**src/rtl/edf_ic_pkg.sv**
```systemverilog
// Shared types and constants for the EDF interrupt controller family.
package edf_ic_pkg;

  // Width of the free-running machine timer and of every latency stamp.
  localparam int unsigned TsWidth = 64;

  // Handshake states of the controller-to-core bridge.
  typedef enum logic [1:0] {
    IDLE   = 2'd0,
    REQ    = 2'd1,
    CLAIM  = 2'd2,
    SETTLE = 2'd3
  } state_e;

endpackage : edf_ic_pkg

```
**src/rtl/edf_irq_bridge.sv**
```systemverilog
// Bridge between an EDF interrupt arbiter and a core interrupt pin.
// Presents the current winner to the core, follows preemption while the
// request is pending, claims on core acknowledge, and stamps claim latency.
module edf_irq_bridge
  import edf_ic_pkg::*;
#(
  parameter int unsigned  NrIrqs       = 4,
  parameter int unsigned  SettleCycles = 2,
  localparam int unsigned IdWidth      = (NrIrqs > 1) ? $clog2(NrIrqs) : 1
) (
  input  logic                 clk_i,
  input  logic                 rst_ni,
  input  logic                 irq_valid_i,
  input  logic [IdWidth-1:0]   irq_id_i,
  output logic                 irq_ready_o,
  input  logic [TsWidth-1:0]   mtime_i,
  output logic                 core_irq_o,
  output logic [IdWidth-1:0]   core_id_o,
  input  logic                 core_ack_i,
  output logic [IdWidth-1:0]   claimed_id_o,
  output logic [TsWidth-1:0]   latency_o,
  output logic [31:0]          claim_cnt_o,
  output logic                 spurious_ack_o
);

  // The settle counter must hold SettleCycles-1; keep it at least one bit
  // wide so a zero-settle build still elaborates cleanly.
  localparam int unsigned SettleW    = (SettleCycles > 1) ? $clog2(SettleCycles) : 1;
  localparam int unsigned SettleLoad = (SettleCycles > 0) ? SettleCycles - 1 : 0;

  state_e               state_q,      state_d;
  logic [IdWidth-1:0]   core_id_q,    core_id_d;
  logic [TsWidth-1:0]   req_ts_q,     req_ts_d;
  logic [IdWidth-1:0]   claimed_id_q, claimed_id_d;
  logic [TsWidth-1:0]   latency_q,    latency_d;
  logic [31:0]          claim_cnt_q,  claim_cnt_d;
  logic [SettleW-1:0]   settle_q,     settle_d;
  logic                 spurious_q,   spurious_d;

  // Next-state and datapath decisions for the request/claim handshake.
  always_comb begin
    // NOTE: every variable gets its hold value first so no path through the
    // case statement leaves one unassigned, which would infer a latch.
    state_d      = state_q;
    core_id_d    = core_id_q;
    req_ts_d     = req_ts_q;
    claimed_id_d = claimed_id_q;
    latency_d    = latency_q;
    claim_cnt_d  = claim_cnt_q;
    settle_d     = settle_q;
    spurious_d   = 1'b0;

    unique case (state_q)
      IDLE: begin
        spurious_d = core_ack_i;
        if (irq_valid_i) begin
          core_id_d = irq_id_i;
          req_ts_d  = mtime_i;
          state_d   = REQ;
        end
      end
      REQ: begin
        // Retract beats acknowledge; acknowledge beats preemption.
        if (!irq_valid_i) begin
          state_d = IDLE;
        end else if (core_ack_i) begin
          claimed_id_d = core_id_q;
          latency_d    = mtime_i - req_ts_q;
          state_d      = CLAIM;
        end else if (irq_id_i != core_id_q) begin
          core_id_d = irq_id_i;
        end
      end
      CLAIM: begin
        spurious_d  = core_ack_i;
        claim_cnt_d = claim_cnt_q + 32'd1;
        if (SettleCycles == 0) begin
          state_d = IDLE;
        end else begin
          settle_d = SettleW'(SettleLoad);
          state_d  = SETTLE;
        end
      end
      SETTLE: begin
        // The controller still shows the old winner here; ignore its valid.
        spurious_d = core_ack_i;
        if (settle_q == '0) begin
          state_d = IDLE;
        end else begin
          settle_d = settle_q - SettleW'(1);
        end
      end
      default: state_d = IDLE;
    endcase
  end

  // All bridge state, cleared asynchronously so reset drops the core request at once.
  always_ff @(posedge clk_i or negedge rst_ni) begin
    if (!rst_ni) begin
      state_q      <= IDLE;
      core_id_q    <= '0;
      req_ts_q     <= '0;
      claimed_id_q <= '0;
      latency_q    <= '0;
      claim_cnt_q  <= '0;
      settle_q     <= '0;
      spurious_q   <= 1'b0;
    end else begin
      // NOTE: non-blocking assignments so every register samples the values
      // from before this edge, independent of statement order.
      state_q      <= state_d;
      core_id_q    <= core_id_d;
      req_ts_q     <= req_ts_d;
      claimed_id_q <= claimed_id_d;
      latency_q    <= latency_d;
      claim_cnt_q  <= claim_cnt_d;
      settle_q     <= settle_d;
      spurious_q   <= spurious_d;
    end
  end

  // Request and claim strobes decode straight from the state register.
  assign core_irq_o     = (state_q == REQ);
  assign irq_ready_o    = (state_q == CLAIM);
  assign core_id_o      = core_id_q;
  assign claimed_id_o   = claimed_id_q;
  assign latency_o      = latency_q;
  assign claim_cnt_o    = claim_cnt_q;
  assign spurious_ack_o = spurious_q;

endmodule : edf_irq_bridge

```
**config.mk**
```make
export PLATFORM = sky130hd
export DESIGN_NAME = edf_irq_bridge
export DESIGN_NICKNAME = d
export VERILOG_FILES = /design/src/rtl/edf_ic_pkg.sv /design/src/rtl/edf_irq_bridge.sv
export SDC_FILE = /design/constraint.sdc
export NUM_CORES = 1
export LEC_CHECK = 0
export BUFFER_PORTS_ARGS = -buffer_cell sky130_fd_sc_hd__buf_2
export CORE_ASPECT_RATIO = 0.5
export CORE_MARGIN = 2
export CORE_UTILIZATION = 45
export CTS_CLUSTER_DIAMETER = 30
export DETAILED_ROUTE_END_ITERATION = 7
export PLACE_DENSITY = 0.66
export REMOVE_ABC_BUFFERS = 1
export SLEW_MARGIN = 25
export SYNTH_ARGS = -nofsm -noshare
export SYNTH_HDL_FRONTEND = slang
export SYNTH_SLANG_ARGS = --single-unit
```
**constraint.sdc**
```tcl
create_clock -name clk_i -period 4.2 [get_ports clk_i]
set_input_delay 0.42 -clock clk_i [delete_from_list [all_inputs] [get_ports clk_i]]
set_output_delay 0.42 -clock clk_i [all_outputs]
set_load 0.02 [all_outputs]
```
; ---- After elaboration in Yosys (flattened, before gate mapping)
; Cells that the tools add are included.
[op_classes]
n_reduce_logical = 8
muxes = 13
n_eq_ne = 10
n_addsub = 3
[op_table]
columns = operator, count
row1 = 64-bit subtractor, 1
row2 = "32-bit by 1-bit adder with 32-bit output, second input constant", 1
row3 = 2-bit two-way mux, 8
row4 = "2-bit inequality test, second input constant", 4
row5 = 2-bit case mux with 4 select lines, 1
row6 = 3-bit AND reduction, 2
row7 = 5-bit AND reduction, 1
row8 = "2-bit == test, second input constant", 2
row9 = 2-bit case mux with 2 select lines, 1
row10 = 2-bit nonzero test, 2
row11 = "3-bit by 2-bit inequality test with 1-bit output, second input constant", 1
row12 = 3-bit OR reduction, 1
row13 = "2-bit by 1-bit == test with 1-bit output, second input constant", 1
row14 = 2-bit zero test, 1
row15 = 1-bit two-way mux, 2
row16 = "2-bit by 1-bit inequality test with 1-bit output, second input constant", 1
row17 = 2-bit inequality test, 1
row18 = 1-bit case mux with 2 select lines, 1
row19 = 2-bit AND reduction, 1
row20 = "1-bit subtractor, second input constant", 1
[totals]
output_inout_bits = 103
word_cells = 42
in_bits = 70
ff_bits = 168

; ---- Depth between registers and ports, before layout
; Gate-level depths: netlist of the first run.
[depth]
depth_word = 5
ltp_mapped = 12
depth_no_buf = 12

; ---- Worst setup path before layout of the first run
; Ideal clock, no wire load.
[synth_timing]
path_kind = in2reg
start = input port mtime_i[0]
end = register latency_q[40] (netlist: latency_o[40])
setup_time_ps = 76
slack_ps = 1445
required_time_ps = 4124
arrival_ps = 2678
n_path_buf = 0
stages = 12
path_cell_list = inv_1 -> ha_1 -> fa_1 -> nor2b_1 -> o2111ai_1 -> a211o_1 -> a21oi_1 -> nor2_1 -> o32ai_1 -> a31oi_1 -> xor2_1 -> o21ai_1
[synth_via]
elab_chain_len = 1
[synth_rtl]
columns = element, line_no
row1 = start: declaration, edf_irq_bridge.sv:16  ; input logic [TsWidth-1:0] mtime_i,
row2 = 64-bit subtractor, edf_irq_bridge.sv:68  ; latency_d = mtime_i - req_ts_q;
row3 = end signal: assignment, edf_irq_bridge.sv:115  ; latency_q <= latency_d;
row4 = end: declaration, edf_irq_bridge.sv:35  ; logic [TsWidth-1:0] latency_q, latency_d;
; Every way passes these cells.
; A chain may end at the register's enable or synchronous reset.

; ---- Final worst setup path of the first run
[layout_timing]
start = register req_ts_q[0]
end = register latency_q[32] (netlist: latency_o[32])
[layout_via]
elab_chain_len = 1
[layout_rtl]
columns = element, line_no
row1 = start: declaration, edf_irq_bridge.sv:33  ; logic [TsWidth-1:0] req_ts_q, req_ts_d;
row2 = start signal: assignment, edf_irq_bridge.sv:113  ; req_ts_q <= req_ts_d;
row3 = 64-bit subtractor, edf_irq_bridge.sv:68
; Every way passes these cells.

==> qor.txt, run 1 <==
Comb power frac: 55.1%
Nets: 1479
GRT Resource Usage Total: 22.16%
Die width: 218.0 µm
Number of global-route vias before repair: 8566
Largest net degree at the start of global routing: 105
Hold buffers post-CTS: 0
Cts bufs inserted: 17
Slew margin rel.: 41.08%
Worst-margin pin slew: 0.8838 ns
Clock Latency Late Sink: 0.45 ns
Post-CTS Repair Setup Buffers: 0
Post-synth EDFFs: 0
Number of I/O port buffers: 172
Register area share after synthesis: 40.79%
Starting Density: 45.52%
ANT cells: 0
Crit path DAT: 3.59 ns
Clock transition at path regs: 0.07 ns
CTS tree: done
Via count: 9024
Hold_ws: 0.07852 ns
Pleak: 5.840 nW
Total grt overflow: 0
HPWL after DPL: 20.34 mm
Internal power: 5.186 mW
Final Skew: 0.009689 ns
Slowest cell on crit path: o32ai_1
Hold Vio Cnt, Final: 0
Register area: 0.004204 mm²
Worst VDD drop: 0.3825 mV
Yosys warnings: 0
Pins Over Slew Limit: 0
Global-route wire length before repair: 42.75 mm
Seq pwr share: 27.1%
Type of the tightest min-delay check: input port to asynchronous set/reset pin
Crit-path max FO: 4
CP Class: flop to flop
Crit path buf inv count: 0
Crit start category: flop
Ys async rst share: 100.0%
Crit path largest cell delay: 0.49 ns
Cell Area, Synth: 0.01031 mm²
Synth unique cells: 73
Avg Cell Area, Syn: 8.561 µm²
Worst-path cell chain: ha_1 > fa_1 > nor2b_1 > o2111ai_1 > a211o_1 > a21oi_1 > nor2_1 > o32ai_1 > a21boi_1 > xor2_1 > o21ai_1
Post-DR wirelength/cell: 15.98 µm
Status: completed
Residual DRC: 0
Layout cells sized above 1: 17.69%
Initial antenna violation count: 0
Clock share of power: 17.8%
Die Area: 0.02421 mm²
Pre-Repair DR Iteration Count: 5
Main flop type after synthesis: dfrtp_1
DR vias/cell: 5.423
Final Cycle Share: 76.68%
RSZ-0062 raised after global routing: no
CTS root buf: clkbuf_16
Die H: 111.0 µm
Initial drt markers: 686
H-tree depth: 4
PD cells: 784.6 mW/mm²
CP top delay family: compound AO/OA/AOI/OAI gates
RD Place Congestion: 0.9036
Switching share of power: 45.09%
Synthesized flop and latch total: 168
Core ar.: 0.02264 mm²
Sink Count: 168
Max cap viols: 0
Crit path required time: 4.57 ns
Fill cells: 2155
Finished Core Util: 53.17%
Post_cts resized: 0
P&R area growth vs syn: 16.79%
Multi-input gate area: 0.005598 mm²
Highest clock rate: 0.3105 GHz
Worst Setup End Kind: flop
Total wire length: 26.60 mm
Setup TNS: 0 ns
I/O pin count: 173
Routed Antenna Nets: 0
Net Sw Power: 4.259 mW
Mapped Cells: 1204
Fin crit period: 3.221 ns
Clock tree buffer depth: 2
Setup violators final: 0
Core Rows: 39
power groups by stage:
stage               logic (mW)  clock network [mW]  registers (mW)
CTS                       5.20                1.71            2.56
detailed placement        5.17                   0            2.59
global route              5.78                1.79            2.63
floorplan                 3.40                   0            2.93
global placement          5.09                   0            2.56
finish                    5.21                1.68            2.56
synth_stat cells (3+ instances only):
cell type,instances,area share (%)
a21boi_0,4,0.29
a21o_1,33,2.4
a21oi_1,73,3.5
a221oi_1,4,0.34
a31oi_1,9,0.55
and2_1,3,0.18
and3_1,11,0.67
and4_1,4,0.34
buf_2,9,0.44
clkbuf_1,48,1.7
dfrtp_1,168,41
ha_1,64,7.8
inv_1,77,2.8
mux2_2,7,0.76
nand2_1,210,7.6
nand3_1,25,1.2
nand4_1,28,1.7
nor2_1,61,2.2
nor2b_1,7,0.42
nor3_1,10,0.49
nor3b_1,3,0.22
nor4_1,5,0.30
o211ai_1,5,0.36
o21a_1,11,0.80
o21ai_0,134,6.5
o21ai_1,24,1.2
o21bai_1,14,1.0
o31ai_1,7,0.51
or3_1,3,0.18
or4_1,4,0.29
xnor2_1,49,4.2
xor2_1,40,3.4
worst register-to-register path: cells and delay by family (launching register included):
family	cells	cell delay (ns)
adders and majority gates	2	0.64
xor gates and xnor gates	1	0.16
AOI/OAI and AO/OA	6	1.63
and+or+nand+nor	2	0.32
DFF	1	0.39
area by class of cell:
cell class / instances / share of cell area [%]
Clock buffer: 19 / 3.679
Tap cell: 307 / 3.191
Sequential cell: 168 / 34.92
Clock inverter: 13 / 1.476
Inverter: 77 / 2.401
Timing Repair Buffer: 180 / 7.827
Multi-Input combinational cell: 900 / 46.50
kinds of logic (layout without fill, tap and decap cells):
group                      count (synthesis)  in the layout  synth area share, %
adders and majority gates                 65             65                7.963
muxes                                      9              9               0.9590
DFF                                      168            168                40.79
AOI/OAI and AO/OA                        353            353                20.96
xor gates and xnor gates                  89             89                7.563
buffers and inverters                    136            289                5.074
and+or+nand+nor                          384            384                16.69
layer usage:
| metal | GRT usage (%) | share of wire (%) | wire length (µm) |
|---|---|---|---|
| met1 | 30.99 | 47 | 12490 |
| met3 | 3.457 | 5.2 | 1388 |
| met4 | 7.392 | 1.6 | 434 |
| met5 | 0 | 0 | 0 |
| met2 | 35.15 | 46 | 12290 |
sequential cells by signal, summed over array words and instances (netlist names), named ones only:
| signal | flops |
|---|---|
| claim_cnt_o | 32 |
| settle_q | 1 |
| claimed_id_o | 2 |
| req_ts_q | 64 |
| core_id_o | 2 |
| latency_o | 64 |
| state_q | 1 |
| spurious_ack_o | 1 |
layout by cell type, fill, tap and decap left out, types with 40 or more instances in the layout:
cell type and n:
nand2_1 210, buf_2 171, dfrtp_1 168, o21ai_0 134, inv_1 77, a21oi_1 73
ha_1 64, nor2_1 61, xnor2_1 49, xor2_1 40
final timing paths:
check                      slack, ns  depth (start not counted)              end     startpoint
max in group asynchronous       3.03                          2  claim_cnt_o[17]         rst_ni
min in group clk_i              0.19                          3     req_ts_q[52]    mtime_i[52]
hold / removal                  0.08                          1     req_ts_q[21]         rst_ni
setup / recovery                0.98                         11    latency_o[32]    req_ts_q[0]
hold reg to reg                 0.47                          2    latency_o[53]  latency_o[53]
setup reg to reg                0.98                         11    latency_o[32]    req_ts_q[0]
through the flow:
step / total power, mW / cells / setup WS [ns] / instance area, µm²
global placement: 7.652 / 1632 / 0.9007 / 11410
global route: 10.20 / 1664 / 0.7872 / 12040
finish: 9.445 / 1664 / 0.9793 / 12040
CTS: 9.476 / 1664 / 0.9995 / 12040
detailed placement: 7.755 / 1632 / 0.8354 / 11410
floorplan: 6.335 / 1145 / -2.947 / 10070
No activity file was read; power rests on OpenSTA's default activity.
==> run 2: changes to the inputs <==
--- a/config.mk
+++ b/config.mk
@@ -11,7 +11,7 @@
 export CORE_UTILIZATION = 45
 export CTS_CLUSTER_DIAMETER = 30
 export DETAILED_ROUTE_END_ITERATION = 7
-export PLACE_DENSITY = 0.66
+export PLACE_DENSITY = 0.69
 export REMOVE_ABC_BUFFERS = 1
 export SLEW_MARGIN = 25
 export SYNTH_ARGS = -nofsm -noshare
==> constraint.sdc (replaced) <==
create_clock -name clk_i -period 2.9 [get_ports clk_i]
set_input_delay 0.29 -clock clk_i [delete_from_list [all_inputs] [get_ports clk_i]]
set_output_delay 0.29 -clock clk_i [all_outputs]
set_load 0.02 [all_outputs]
==> qor.txt, run 2 (same netlist as run 1, synthesis figures left out) <==
Status: completed (unchanged)
Via count: 9345 (was 9024)
Sink Count: 168 (unchanged)
Crit start category: flop (unchanged)
Die Area: 0.02421 mm² (unchanged)
Pins Over Slew Limit: 0 (unchanged)
Global-route wire length before repair: 45.68 mm (was 42.75 mm)
Core ar.: 0.02264 mm² (unchanged)
Fin area: 0.01273 mm² (was 0.01204 mm²)
CTS root buf: clkbuf_16 (unchanged)
Residual DRC: 0 (unchanged)
Worst-margin pin slew: 0.8708 ns (was 0.8838 ns)
Crit path largest cell delay: 0.49 ns (about the same)
Setup TNS: 0 ns (unchanged)
Routed Antenna Nets: 0 (unchanged)
Placement-stage cell area: 0.01194 mm² (was 0.01141 mm²)
Worst VDD drop: 0.4752 mV (was 0.3825 mV)
Switching share of power: 44.94% (was 45.09%)
Net Sw Power: 6.566 mW (was 4.259 mW)
Crit path DAT: 3.24 ns (was 3.59 ns)
Slew margin rel.: 41.69% (was 41.08%)
Crit path buf inv count: 0 (unchanged)
Core Rows: 39 (unchanged)
Inst Count DP: 1698 (was 1632)
Hold Vio Cnt, Final: 0 (unchanged)
Most frequent cells in the layout: nand2_1 (210), buf_2 (171), dfrtp_1 (168) (unchanged)
Setup violators final: 0 (unchanged)
Starting Density: 45.52% (unchanged)
Hold_ws: 0.06190 ns (was 0.07852 ns)
Final Cycle Share: 98.35% (was 76.68%)
H-tree depth: 4 (unchanged)
CP Class: flop to flop (unchanged)
Number of global-route vias before repair: 9067 (was 8566)
Highest clock rate: 0.3506 GHz (was 0.3105 GHz)
Clock share of power: 16.5% (was 17.8%)
Dpl ws: -0.1626 ns (was 0.8354 ns)
Max cap viols: 0 (unchanged)
Total wire length: 28.09 mm (was 26.60 mm)
Finished Core Util: 56.22% (was 53.17%)
DR vias/cell: 5.392 (was 5.423)
Non-Filler Instances: 1733 (was 1664)
Final Skew: 0.01061 ns (was 0.009689 ns)
Type of the tightest min-delay check: input port to flop (was input port to asynchronous set/reset pin)
Largest net degree at the start of global routing: 71 (was 105)
Layout cells sized above 1: 23.09% (was 17.69%)
Internal power: 8.045 mW (was 5.186 mW)
GRT Resource Usage Total: 23.58% (was 22.16%)
Nets: 1547 (was 1479)
Die H: 111.0 µm (unchanged)
Total power: 14.61 mW (was 9.445 mW)
RD Place Congestion: 0.9105 (was 0.9036)
Slowest cell on crit path: or4_1 (was o32ai_1)
Worst-path cell chain: ha_4 > fa_2 > nor2b_4 > o2111ai_4 > a211o_1 > a21oi_2 > o21ai_1 > nand3_2 > a21oi_4 > or4_1 > nand3_1 (was ha_1 > fa_1 > nor2b_1 > o2111ai_1 > a211o_1 > a21oi_1 > nor2_1 > o32ai_1 > a21boi_1 > xor2_1 > o21ai_1)
I/O pin count: 173 (unchanged)
PD cells: 1148 mW/mm² (was 784.6 mW/mm²)
Fin crit period: 2.852 ns (was 3.221 ns)
Clock transition at path regs: 0.07 ns (about the same)
Crit-path max FO: 3 (was 4)
Cts bufs inserted: 17 (unchanged)
Crit path required time: 3.29 ns (was 4.57 ns)
Comb power frac: 58.1% (was 55.1%)
Seq pwr share: 25.3% (was 27.1%)
Post-DR wirelength/cell: 16.21 µm (was 15.98 µm)
Total grt overflow: 0 (unchanged)
Clock Latency Late Sink: 0.45 ns (about the same)
Pleak: 6.184 nW (was 5.840 nW)
Number of I/O port buffers: 172 (unchanged)
Die width: 218.0 µm (unchanged)
P&R area growth vs syn: 23.49% (was 16.79%)
CP top delay family: compound AO/OA/AOI/OAI gates (unchanged)
Initial drt markers: 747 (was 686)
Fill cells: 2111 (was 2155)
Final WS setup: 0.04781 ns (was 0.9793 ns)
Multi-input gate area: 0.005753 mm² (was 0.005598 mm²)
RSZ-0062 raised after global routing: yes (was no)
Worst Setup End Kind: flop (unchanged)
HPWL after DPL: 21.27 mm (was 20.34 mm)
Register area: 0.004204 mm² (unchanged)
Initial antenna violation count: 1 (was 0)
Commonest non-fill, non-tap cell in the layout: nand2_1 (unchanged)
Clock tree buffer depth: 2 (unchanged)
Pre-Repair DR Iteration Count: 5 (unchanged)
CTS tree: done (unchanged)
run 2: cell types whose count changed in the layout (fill, tap and decap cells not counted), sizes merged:
cell,before,now
clkinv,7,5
bufinv,4,2
diode,0,1
clkinvlp,2,1
buf,179,247
clkbuf,20,21
inv,77,80
dlygate4sd3,0,1
run 2: worst paths after layout:
kind / endpoint / cells after the start / startpoint / slack, ns
setup / recovery: latency_o[56] / 11 / req_ts_q[0] / 0.05
hold / removal: req_ts_q[51] / 3 / mtime_i[51] / 0.06
setup reg to reg: latency_o[56] / 11 / req_ts_q[0] / 0.05
hold reg to reg: claim_cnt_o[31] / 1 / claim_cnt_o[31] / 0.46
max in group asynchronous: req_ts_q[37] / 3 / rst_ni / 1.61
min in group asynchronous: latency_o[30] / 2 / rst_ni / 0.44
run 2: layout make-up:
cell class	instances	area share (%)
multi-input cells	900	45.20
flip-flops and latches	168	33.03
clock buffers	21	3.775
clock inverters	11	1.081
inverters	77	2.271
well taps	307	3.018
repair buffers	248	11.61
diodes	1	0.01966
run 2: what timing repair did:
action                                  in CTS  in global routing
endpoints found under the setup margin       7                 27
hold buffers                                 1                  0
endpoints found under the hold margin       66                  0
setup buffers                                0                  1
cloned                                       0                  0
gates resized for setup                      3                 28
pin swaps                                    1                 14
run 2: worst min-delay path, cell delays in order:
cell     delay, ns
buf_2         0.09
nand2_1       0.04
o21ai_0       0.06
run 2: power groups by stage:
stage	Combinational, mW	Sequential (mW)	Clock, mW
after floorplan	4.92	4.25	0
after global placement	8.06	3.71	0
after detailed placement	8.19	3.74	0
after CTS	8.29	3.70	2.46
after global routing	9.37	3.81	2.56
final	8.49	3.70	2.41
run 2: layer usage:
metal | share of wire, % | track usage, % | vias to the layer above
li1 | - | - | 4580
met1 | 48 | 32.82 | 4495
met2 | 46 | 37.12 | 227
met3 | 4.3 | 4.060 | 43
met4 | 2.1 | 8.163 | 0
met5 | 0 | 0 | -
==> run 3: changes to the inputs <==
--- a/config.mk
+++ b/config.mk
@@ -6,7 +6,7 @@
 export NUM_CORES = 1
 export LEC_CHECK = 0
 export BUFFER_PORTS_ARGS = -buffer_cell sky130_fd_sc_hd__buf_2
-export CORE_ASPECT_RATIO = 0.5
+export CORE_ASPECT_RATIO = 1.1
 export CORE_MARGIN = 2
 export CORE_UTILIZATION = 45
 export CTS_CLUSTER_DIAMETER = 30
==> qor.txt, run 3 (same netlist as run 1, synthesis figures left out) <==
Clock tree buffer depth: 2 (unchanged)
I/O pin count: 173 (unchanged)
Worst VDD drop: 0.5249 mV (was 0.4752 mV)
Fin crit period: 2.859 ns (was 2.852 ns)
P&R area growth vs syn: 25.01% (was 23.49%)
GRT Resource Usage Total: 22.37% (was 23.58%)
Clock Latency Late Sink: 0.44 ns (was 0.45 ns)
Cts bufs inserted: 17 (unchanged)
CTS tree: done (unchanged)
Number of I/O port buffers: 172 (unchanged)
Initial drt markers: 559 (was 747)
Slew margin rel.: 54.72% (was 41.69%)
Pleak: 6.257 nW (was 6.184 nW)
Starting Density: 45.38% (was 45.52%)
Hold path startpoint: mtime_i[57] (was mtime_i[51])
Reg2reg path depth: 12 (was 11)
PD cells: 1141 mW/mm² (was 1148 mW/mm²)
Post-DR wirelength/cell: 15.53 µm (was 16.21 µm)
Pre-Repair DR Iteration Count: 5 (unchanged)
Worst Setup End Kind: flop (unchanged)
ANT cells: 0 (was 1)
Crit path DAT: 3.17 ns (was 3.24 ns)
Highest clock rate: 0.3498 GHz (was 0.3506 GHz)
CTS root buf: clkbuf_16 (unchanged)
Final Skew: 0.01518 ns (was 0.01061 ns)
Worst hold path endpoint: req_ts_q[57] (was req_ts_q[51])
Nets: 1555 (was 1547)
Status: completed (unchanged)
Sink Count: 168 (unchanged)
Core ar.: 0.02271 mm² (was 0.02264 mm²)
RD Place Congestion: 0.8822 (was 0.9105)
Type of the tightest min-delay check: input port to flop (unchanged)
Setup violators final: 0 (unchanged)
DR vias/cell: 5.358 (was 5.392)
Flop2flop setup slack: 0.04 ns (was 0.05 ns)
Dpl ws: -0.1089 ns (was -0.1626 ns)
Total grt overflow: 0 (unchanged)
Hold Vio Cnt, Final: 0 (unchanged)
Max cap viols: 0 (unchanged)
Residual DRC: 0 (unchanged)
Die width: 148.3 µm (was 218.0 µm)
Commonest non-fill, non-tap cell in the layout: nand2_1 (unchanged)
Largest net degree at the start of global routing: 88 (was 71)
Finished Core Util: 56.73% (was 56.22%)
CP Class: flop to flop (unchanged)
Via count: 9285 (was 9345)
Total wire length: 26.92 mm (was 28.09 mm)
Pins Over Slew Limit: 0 (unchanged)
Initial antenna violation count: 0 (was 1)
RSZ-0062 raised after global routing: yes (unchanged)
Core Rows: 58 (was 39)
Global-route wire length before repair: 43.37 mm (was 45.68 mm)
Clock transition at path regs: 0.06 ns (was 0.07 ns)
Most frequent cells in the layout: nand2_1 (210), buf_2 (171), dfrtp_1 (168) (unchanged)
Reg2reg end: latency_o[55] (was latency_o[56])
Crit-path max FO: 4 (was 3)
Die Area: 0.02413 mm² (was 0.02421 mm²)
H-tree depth: 4 (unchanged)
WHS Path Cells: 3 (unchanged)
Die H: 162.7 µm (was 111.0 µm)
Crit start category: flop (unchanged)
Layout cells sized above 1: 24.28% (was 23.09%)
Worst-margin pin slew: 0.6792 ns (was 0.8708 ns)
HPWL after DPL: 20.67 mm (was 21.27 mm)
Final Cycle Share: 98.58% (was 98.35%)
Crit Reg-Reg Startpoint: req_ts_q[1] (was req_ts_q[0])
Crit path required time: 3.22 ns (was 3.29 ns)
Number of global-route vias before repair: 8914 (was 9067)
Final WS setup: 0.04109 ns (was 0.04781 ns)
Routed Antenna Nets: 0 (unchanged)
-- run 3: final cells by class --
type / instances / area (µm²)
multi-input cells: 900 / 5839
clock buffers: 18 / 429.2
fillers: 2092 / 9829
inverters: 77 / 289.0
well taps: 300 / 375.4
repair buffers: 256 / 1538
flip-flops and latches: 168 / 4204
clock inverters: 14 / 210.2
-- run 3: routing by layer --
metal  vias to the layer above  GRT usage [%]  part of all wire, %
li1                       4607              -                    -
met1                      4402          29.39                   46
met2                       232          37.52                   47
met3                        44          4.342                  4.7
met4                         0          6.753                  2.1
met5                         -              0                    0
-- run 3: how the worst max path moves through the flow --
stage | end | start | depth (start not counted)
CTS | latency_o[55] | req_ts_q[4] | 11
global placement | latency_o[40] | mtime_i[0] | 14
global route | latency_o[55] | req_ts_q[1] | 12
finish | latency_o[55] | req_ts_q[1] | 12
floorplan | req_ts_q[0] | flop | 2
detailed placement | latency_o[40] | mtime_i[0] | 14
-- run 3: critical path: stages, from the launching register on --
cell and delay (ns):
dfrtp_1 0.38, inv_2 0.05, ha_1 0.26, nor2b_2 0.17, o2111a_2 0.30, o211ai_1 0.18
buf_4 0.16, a2111oi_4 0.08, o31ai_2 0.32, o211ai_2 0.24, a31oi_2 0.24, xnor2_1 0.10
mux2_4 0.26
-- run 3: timing repair --
action / 4_1_cts / 5_1_grt
resized for setup: 5 / 43
endpoints found under the setup margin: 9 / 33
hold buffers: 1 / 0
endpoints found under the hold margin: 69 / 0
buffers inserted: 1 / 4
pin swaps: 2 / 18
-- run 3: per-stage QoR --
step                instances  power (mW)  hold WS, ns  area [µm²]  setup TNS (ns)
floorplan                1145       9.174    -0.005591       10070         -301.06
global placement         1695       11.75       0.3651       11960         -0.1574
detailed placement       1695       11.88       0.3552       11960         -0.6317
CTS                      1729       14.47      0.06504       12640       -0.007143
global route             1733       15.87      0.07498       12880         -0.2655
finish                   1733       14.71      0.08194       12880               0
-- run 3: power by group --
group | internal (mW) | total [mW] | switching, mW
clock | 1.47 | 2.48 | 1.02
sequential | 3.27 | 3.71 | 0.440
combinational | 3.48 | 8.51 | 5.03
total | 8.22 | 14.7 | 6.49
